<file path="src/rtl/blink_sequencer.sv">
// Blink sequencer: drives an LED through a per-mode on/off pattern
// for a set number of blinks, or continuously until aborted.
module blink_sequencer #(
  parameter int NUM_MODES = 2,
  parameter int MODE_W    = 1,
  parameter int TIMER_W   = 32,
  parameter int COUNT_W   = 4,
  parameter logic [NUM_MODES*TIMER_W-1:0] ON_TICKS =
    {32'd2400000, 32'd6000000},
  parameter logic [NUM_MODES*TIMER_W-1:0] OFF_TICKS =
    {32'd2400000, 32'd12000000},
  parameter logic [NUM_MODES*COUNT_W-1:0] BLINKS =
    {4'd5, 4'd3},
  parameter bit LED_ACTIVE_LOW = 1'b0
) (
  input  logic               hwclk,
  input  logic               rst_n,
  input  logic               start,
  input  logic [MODE_W-1:0]  mode,
  input  logic               abort,
  output logic               led,
  output logic               busy,
  output logic               done,
  output logic               aborted,
  output logic [COUNT_W-1:0] blink_idx
);

  typedef enum logic [1:0] {
    S_IDLE = 2'd0,
    S_ON   = 2'd1,
    S_OFF  = 2'd2
  } state_e;

  state_e state_q, state_d;

  logic [TIMER_W-1:0] timer_q, timer_d;
  logic [COUNT_W-1:0] idx_q, idx_d;
  logic [TIMER_W-1:0] on_q, on_d;
  logic [TIMER_W-1:0] off_q, off_d;
  logic [COUNT_W-1:0] bl_q, bl_d;
  logic               done_q, done_d;
  logic               abrt_q, abrt_d;

  logic               sel_ok;
  logic [TIMER_W-1:0] sel_on;
  logic [TIMER_W-1:0] sel_off;
  logic [COUNT_W-1:0] sel_bl;

  logic [TIMER_W-1:0] on_last;
  logic [TIMER_W-1:0] off_last;
  logic [COUNT_W-1:0] idx_inc;
  logic               on_end;
  logic               off_end;
  logic               seq_end;

  // Look up the requested mode's pattern; out-of-range modes never match.
  always_comb begin
    sel_ok  = 1'b0;
    sel_on  = '0;
    sel_off = '0;
    sel_bl  = '0;
    for (int m = 0; m < NUM_MODES; m++) begin
      if (mode == MODE_W'(m)) begin
        sel_ok  = 1'b1;
        sel_on  = ON_TICKS[m*TIMER_W +: TIMER_W];
        sel_off = OFF_TICKS[m*TIMER_W +: TIMER_W];
        sel_bl  = BLINKS[m*COUNT_W +: COUNT_W];
      end
    end
  end

  // A zero period behaves as one cycle, so the timer never wraps.
  assign on_last  = (on_q == '0) ? '0 : on_q - TIMER_W'(1);
  assign off_last = (off_q == '0) ? '0 : off_q - TIMER_W'(1);
  assign on_end   = (timer_q == on_last);
  assign off_end  = (timer_q == off_last);
  assign idx_inc  = idx_q + COUNT_W'(1);
  assign seq_end  = (bl_q != '0) && (idx_inc == bl_q);

  // Next-state, timer, blink count and pulse generation.
  always_comb begin
    state_d = state_q;
    timer_d = timer_q;
    idx_d   = idx_q;
    on_d    = on_q;
    off_d   = off_q;
    bl_d    = bl_q;
    done_d  = 1'b0;
    abrt_d  = 1'b0;
    unique case (state_q)
      S_IDLE: begin
        if (start && !abort && sel_ok) begin
          state_d = S_ON;
          timer_d = '0;
          idx_d   = '0;
          on_d    = sel_on;
          off_d   = sel_off;
          bl_d    = sel_bl;
        end
      end
      S_ON: begin
        if (abort) begin
          state_d = S_IDLE;
          timer_d = '0;
          abrt_d  = 1'b1;
        end else if (on_end) begin
          state_d = S_OFF;
          timer_d = '0;
        end else begin
          timer_d = timer_q + TIMER_W'(1);
        end
      end
      S_OFF: begin
        if (abort) begin
          state_d = S_IDLE;
          timer_d = '0;
          abrt_d  = 1'b1;
        end else if (off_end) begin
          timer_d = '0;
          idx_d   = idx_inc;
          if (seq_end) begin
            state_d = S_IDLE;
            done_d  = 1'b1;
          end else begin
            state_d = S_ON;
          end
        end else begin
          timer_d = timer_q + TIMER_W'(1);
        end
      end
      default: begin
        state_d = S_IDLE;
        timer_d = '0;
      end
    endcase
  end

  // State and datapath registers with asynchronous clear.
  always_ff @(posedge hwclk or negedge rst_n) begin
    if (!rst_n) begin
      state_q <= S_IDLE;
      timer_q <= '0;
      idx_q   <= '0;
      on_q    <= '0;
      off_q   <= '0;
      bl_q    <= '0;
      done_q  <= 1'b0;
      abrt_q  <= 1'b0;
    end else begin
      state_q <= state_d;
      timer_q <= timer_d;
      idx_q   <= idx_d;
      on_q    <= on_d;
      off_q   <= off_d;
      bl_q    <= bl_d;
      done_q  <= done_d;
      abrt_q  <= abrt_d;
    end
  end

  assign led       = (state_q == S_ON) ^ LED_ACTIVE_LOW;
  assign busy      = (state_q != S_IDLE);
  assign done      = done_q;
  assign aborted   = abrt_q;
  assign blink_idx = idx_q;

endmodule

</file>
<file path="config.mk">
export PLATFORM = sky130hd
export DESIGN_NAME = blink_sequencer
export DESIGN_NICKNAME = d
export VERILOG_FILES = /design/src/rtl/blink_sequencer.sv
export SDC_FILE = /design/constraint.sdc
export NUM_CORES = 1
export LEC_CHECK = 0
export CORE_ASPECT_RATIO = 0.9
export CORE_MARGIN = 1
export CORE_UTILIZATION = 45
export DETAILED_ROUTE_END_ITERATION = 16
export PLACE_DENSITY = 0.67
export SYNTH_ARGS = -nofsm -noshare
export SYNTH_HDL_FRONTEND = slang
export SYNTH_SLANG_ARGS = --single-unit
</file>
<file path="constraint.sdc">
create_clock -name hwclk -period 3.6 [get_ports hwclk]
set_input_delay 0.36 -clock hwclk [delete_from_list [all_inputs] [get_ports hwclk]]
set_output_delay 0.36 -clock hwclk [all_outputs]
set_load 0.1 [all_outputs]
</file>
After elaboration in Yosys (flattened, before gate mapping)
Index checks and enable logic that the tools add are counted.

Word-level logic and storage cells: 63. Flip-flop bits (word level): 108. Output and inout port bits: 8.

Equality and inequality tests: 10. Reductions and logical operators: 13. Mux-type cells: 28. $add $sub $neg: 4.

Operators by type and width (number): 32-bit 2-to-1 mux (7); 32-bit one-hot mux with 3 select lines (1); 32-bit == test (2); 32-bit zero test (2); 32-bit by 1-bit subtractor with 32-bit output (second input constant) (2); 32-bit by 1-bit adder with 32-bit output (second input constant) (1); 24-bit 2-to-1 mux (1); 23-bit 2-to-1 mux (1); 4-bit 2-to-1 mux (3); 2-bit 2-to-1 mux (5); 4-bit one-hot mux with 2 select lines (1); 1-bit 2-to-1 mux (7); 2-bit inequality test (second input constant) (3); 2-bit one-hot mux with 3 select lines (1); 4-bit by 1-bit adder with 4-bit output (second input constant) (1); 4-bit == test (1); 4-bit AND reduction (1); 2-bit nonzero test (2); 4-bit nonzero test (1); 3-bit 2-to-1 mux (1); 3-bit by 2-bit inequality test with 1-bit output (second input constant) (1); 3-bit inequality test (second input constant) (1); 3-bit AND reduction (1); 2-bit by 1-bit == test with 1-bit output (second input constant) (1); 6 further kinds (7).

Logic depth before layout (Yosys ltp)
Word-level depth: 7. Gate-level depth with buffers: 16.

Worst setup path before layout
No wires, ideal clock.

Path kind: register to register. Start point: register bl_q[1] (netlist name). End point: register timer_q[20]. Setup slack: 0.604 ns. Setup time: 0.143 ns. Buffers on the path: 6. Clock period less this slack: 2.996 ns. Cell stages (with the launch flop): 16. Data required time: 3.457 ns. Arrival: 2.853 ns. Path through: dfrtp_1 > buf_6 > buf_2 > inv_2 > ha_1 > buf_4 > and3b_1 > clkbuf_1 > a311o_1 > a2111oi_2 > a41o_1 > o32ai_2 > buf_6 > buf_6 > a31oi_1 > a31oi_1.

RTL lines: end signal: assignment (line 151) `timer_q <= timer_d;`; end: declaration (line 36) `logic [TIMER_W-1:0] timer_q, timer_d;`.

Worst setup path after layout
Start point: register off_q[15]. End point: register timer_q[22].

Word-level cells in the longest chain between the ends: 6. Elaborated cells between the ends (all ways): 7. Classes of those cells: 1 x add/sub; 1 x eq/ne; 4 x mux; 1 x reduce/logical.

RTL lines: start: declaration (line 39) `logic [TIMER_W-1:0] off_q, off_d;`; start signal: assignment (line 145) `off_q <= '0;`; start signal: assignment (line 154) `off_q <= off_d;`; 32-bit by 1-bit subtractor with 32-bit output / 32-bit zero test (equally long branches) (line 74) `assign off_last = (off_q == '0) ? '0 : off_q - TIMER_W'(1);`; 32-bit 2-to-1 mux * (line 74); 32-bit == test * (line 76) `assign off_end = (timer_q == off_last);`; 32-bit 2-to-1 mux * (line 118) `end else if (off_end) begin`; 32-bit 2-to-1 mux * (line 114) `if (abort) begin`; 32-bit one-hot mux with 3 select lines * (line 90) `unique case (state_q)`.

Mark *: on every way between the ends. The rest lies on a longest branch, timed or not. A chain may end at the register's enable or synchronous reset.

==> out/summary.json <==
{
  "placement": {
    "gp_routability_congestion": 0.959,
    "port_buffers": 12,
    "post-dp-hpwl_um": 7580
  },
  "global_routing": {
    "grt_remaining_overflow": 0,
    "grt_pass1_wl_um": 17200,
    "grt_start_max_net_pins": 44,
    "vias_in_the_first_global_route": 3298,
    "initial_antenna_violation_count": 0,
    "track_usage_pct": 24.2
  },
  "critical_path": {
    "critPathArrivalTime_ns": 3.58,
    "timing.critical_path.cells": "inv_1 -> ha_1 -> buf_4 -> nand4bb_1 -> a21oi_1 -> o31a_1 -> o221ai_1 -> nor4_4 -> o32ai_4 -> buf_6 -> or3b_1 -> a31oi_1",
    "timing.critical_path.max_delay_family": "compound AO/OA/AOI/OAI gates",
    "crit_path_top_delay_cell": "sky130_fd_sc_hd__dfrtp_1",
    "critical-path-max-stage-delay_ns": 0.38,
    "critPathLaunchType": "flip-flop",
    "critical_path_class": "reg2reg",
    "endpoint_kind": "flip-flop",
    "path_buf_inv": 3,
    "critPathRequiredTime_ns": 3.81,
    "crit_fanout": 37
  },
  "final_layout": {
    "n_fill_cell": 796,
    "drive_above_1_share_pct": 9.32,
    "design.final.nets": 489,
    "antenna_cells": 0,
    "area_growth_from_synthesis_to_final_layout_pct": 7.21
  },
  "routing": {
    "avgViaCountPerCell": 6.35,
    "post_route_antenna_net_violation_count": 0,
    "met2RoutedLength_um": 4520,
    "drt-initial-drc-count": 240,
    "m1WireLength_um": 5170,
    "route.detailed.wl_per_inst_um": 18.1,
    "wl_met3_um": 836,
    "drc_violations": 0,
    "totalWireLength_um": 10600,
    "drtPass1Iterations": 5,
    "dr_total_vias": 3728,
    "highest_metal_layer_used_by_the_detailed_router": "met4"
  },
  "yosys": {
    "ffs_w_async_s_r_synth_pct": 100,
    "syn_inst": 479,
    "main_combinational_cell_family_by_area_after_synthesis": "simple AND/OR/NAND/NOR gates",
    "synth_compound_area_share_pct": 24.6,
    "synth_top_cells_by_area": "sky130_fd_sc_hd__dfrtp_1, sky130_fd_sc_hd__a31oi_1, sky130_fd_sc_hd__nand3_1",
    "synth.lib_cells_used.distinct": 75,
    "postSynthRegisterBits": 43,
    "synth_top_cell_area_share_pct": 27.8,
    "synth.yosys.seq_area_share_pct": 27.8,
    "syn_area_per_cell_sq_um": 8.08,
    "yosys.area_share.simple_pct": 29.0,
    "synth_enable_flop_cells": 0,
    "synth_nets": 496,
    "synth.top_cells.by_count": "sky130_fd_sc_hd__dfrtp_1, sky130_fd_sc_hd__a31oi_1, sky130_fd_sc_hd__nand2_1, sky130_fd_sc_hd__nand3_1, sky130_fd_sc_hd__nor2_1",
    "synth-xor-area-share_pct": 4.95,
    "synth_mux_area_share_pct": 1.81,
    "synthMostInstantiatedCell": "sky130_fd_sc_hd__dfrtp_1",
    "synth-adder-area-share_pct": 3.88,
    "post_synth_instance_area_sq_um": 3870,
    "yosys_warning_count": 0,
    "postSynth.topFlopCell": "sky130_fd_sc_hd__dfrtp_1",
    "library_cell_with_the_largest_summed_area_after_synthesis": "sky130_fd_sc_hd__dfrtp_1"
  },
  "timing": {
    "timing.max_slew.rel_slack_pct": 33.0,
    "setup_violators_final": 0,
    "report.final.hold_viol_count": 0,
    "fin_tns_setup_ns": 0,
    "unrepaired_setup_endpoints_after_global_routing": "no",
    "clock-skew-final_ns": 0.00642,
    "fmaxAchievable_mhz": 297,
    "final.min_clock_period_ns": 3.37,
    "worst_tran_pin_value_ns": 1.01,
    "post-route-period-util_pct": 93.6,
    "maxSlewViolCount": 0,
    "hold_slack_final_ns": 0.225
  },
  "floorplanning": {
    "design.portCount": 13,
    "core_region_area_sq_um": 8180,
    "die_x_um": 99.8,
    "floorplan.rows": 31,
    "floorplan.initialDensity_pct": 47.3,
    "height_of_the_chip_um": 90.0,
    "floorplan.die_area_sq_um": 8980
  },
  "clocking": {
    "cts.sinks": 43,
    "worst_skew_pair.late_latency_ns": 0.30,
    "clk_tree_root_cell": "sky130_fd_sc_hd__clkbuf_8",
    "worst_setup_hold_path_clk_slew_ns": 0.09,
    "cts_buffer_depth": 2,
    "ctsHtreeMaxLevel": 2,
    "inserted_clock_buffers": 5,
    "cts_tree": "built"
  },
  "flow_run": {
    "maxcap_violations": 0
  },
  "power_and_ir_drop": {
    "total_leakage_power_nw": 1.59,
    "max_ir_drop_vdd_mv": 0.311,
    "power_density_nw_per_um2": 488
  },
  "min_path": {
    "hold_crit_class": "in2async"
  },
  "status": {
    "run_status": "finished clean"
  }
}
-- kinds of logic after synthesis --
kind of cell    Yosys count
simple gates            198
compound gates          136
buf+inv                  62
flops                    43
xor+xnor                 21
fa+ha+maj                12
mux                       7
-- placed cells by master (no fill, tap or decap), types with 4 or more instances in the layout --
cell type / Yosys / layout
sky130_fd_sc_hd__dfrtp_1: 43 / 43
sky130_fd_sc_hd__a31oi_1: 38 / 38
sky130_fd_sc_hd__nand2_1: 33 / 32
sky130_fd_sc_hd__nand3_1: 31 / 31
sky130_fd_sc_hd__nor2_1: 28 / 28
sky130_fd_sc_hd__a21oi_1: 20 / 20
sky130_fd_sc_hd__inv_1: 18 / 18
sky130_fd_sc_hd__and3_1: 18 / 18
sky130_fd_sc_hd__o21ai_0: 16 / 16
sky130_fd_sc_hd__buf_4: 6 / 15
sky130_fd_sc_hd__xnor2_1: 13 / 13
sky130_fd_sc_hd__nand4_1: 13 / 13
sky130_fd_sc_hd__nand2b_1: 13 / 13
sky130_fd_sc_hd__clkdlybuf4s50_1: 0 / 11
sky130_fd_sc_hd__nor3_1: 10 / 10
sky130_fd_sc_hd__o211ai_1: 9 / 9
sky130_fd_sc_hd__ha_1: 12 / 9
sky130_fd_sc_hd__nor4_1: 9 / 8
sky130_fd_sc_hd__xor2_1: 7 / 7
sky130_fd_sc_hd__nor2b_1: 7 / 7
sky130_fd_sc_hd__mux2i_1: 7 / 7
sky130_fd_sc_hd__or3b_1: 6 / 6
sky130_fd_sc_hd__clkbuf_8: 0 / 6
sky130_fd_sc_hd__and2_1: 5 / 5
sky130_fd_sc_hd__o22ai_1: 4 / 4
sky130_fd_sc_hd__a41oi_1: 4 / 4
sky130_fd_sc_hd__or3_1: 4 / 4
sky130_fd_sc_hd__o221ai_1: 4 / 4
-- per-layer routing --
metal | vias up | track usage (%)
li1 | 1788 | -
met1 | 1764 | 36.9
met2 | 158 | 34.9
met3 | 18 | 4.28
met4 | 0 | 6.00
met5 | - | 0
-- registers in the layout (all words and copies together), names as in the netlist --
signal,count
blink_idx,4
aborted,1
timer_q,32
bl_q,2
done,1
state_q,2
off_q,1
-- stage by stage --
stage / instances / area (sq um) / power (W) / setup slack [ns] / util [%]
finish: 587 / 4150 / 0.00203 / 0.230 / 50.7
global route: 587 / 4150 / 0.00216 / 0.00563 / 50.7
CTS: 586 / 4110 / 0.00201 / 0.0424 / 50.3
detailed placement: 579 / 4020 / 0.00167 / -0.0344 / 49.1
global placement: 579 / 4020 / 0.00165 / 0.0417 / 49.1
floorplan: 479 / 3870 / 0.00146 / 0.604 / -
-- power by group --
| group | leakage, nW | internal, W | total, W | switching [W] |
|---|---|---|---|---|
| Clock | 0.0470 | 0.000151 | 0.000324 | 0.000173 |
| Sequential | 0.587 | 0.000516 | 0.000542 | 0.0000261 |
| Combinational | 0.960 | 0.000352 | 0.00116 | 0.000808 |
-- path summary, 6_finish.rpt --
| path | from | end | slack, ns | depth (start not counted) |
|---|---|---|---|---|
| max reg2reg | off_q[15] | timer_q[22] | 0.23 | 12 |
| min in group hwclk | timer_q[25] | timer_q[25] | 0.55 | 1 |
| min | rst_n | blink_idx[1] | 0.23 | 1 |
| max in group asynchronous | rst_n | timer_q[19] | 2.75 | 1 |
| min reg2reg | timer_q[25] | timer_q[25] | 0.55 | 1 |
| max | off_q[15] | timer_q[22] | 0.23 | 12 |
-- area by class of cell --
class / count / area [sq um] / share of cell area [%]
inverter: 20 / 75.1 / 1.81
timing repair buffer: 28 / 239 / 5.76
sequential: 43 / 1080 / 25.9
clock inverter: 1 / 5.00 / 0.121
clock buffer: 6 / 82.6 / 1.99
multi-input combinational: 374 / 2530 / 60.9
tap: 115 / 144 / 3.47
-- repair_timing --
action | CTS | global route
setup buffers | 0 | 1
hold buffers | 0 | 0
endpoints found under the setup margin | 4 | 26
pin swaps | 0 | 1
gates resized for setup | 1 | 7
Power figures use the tool's default switching activity.
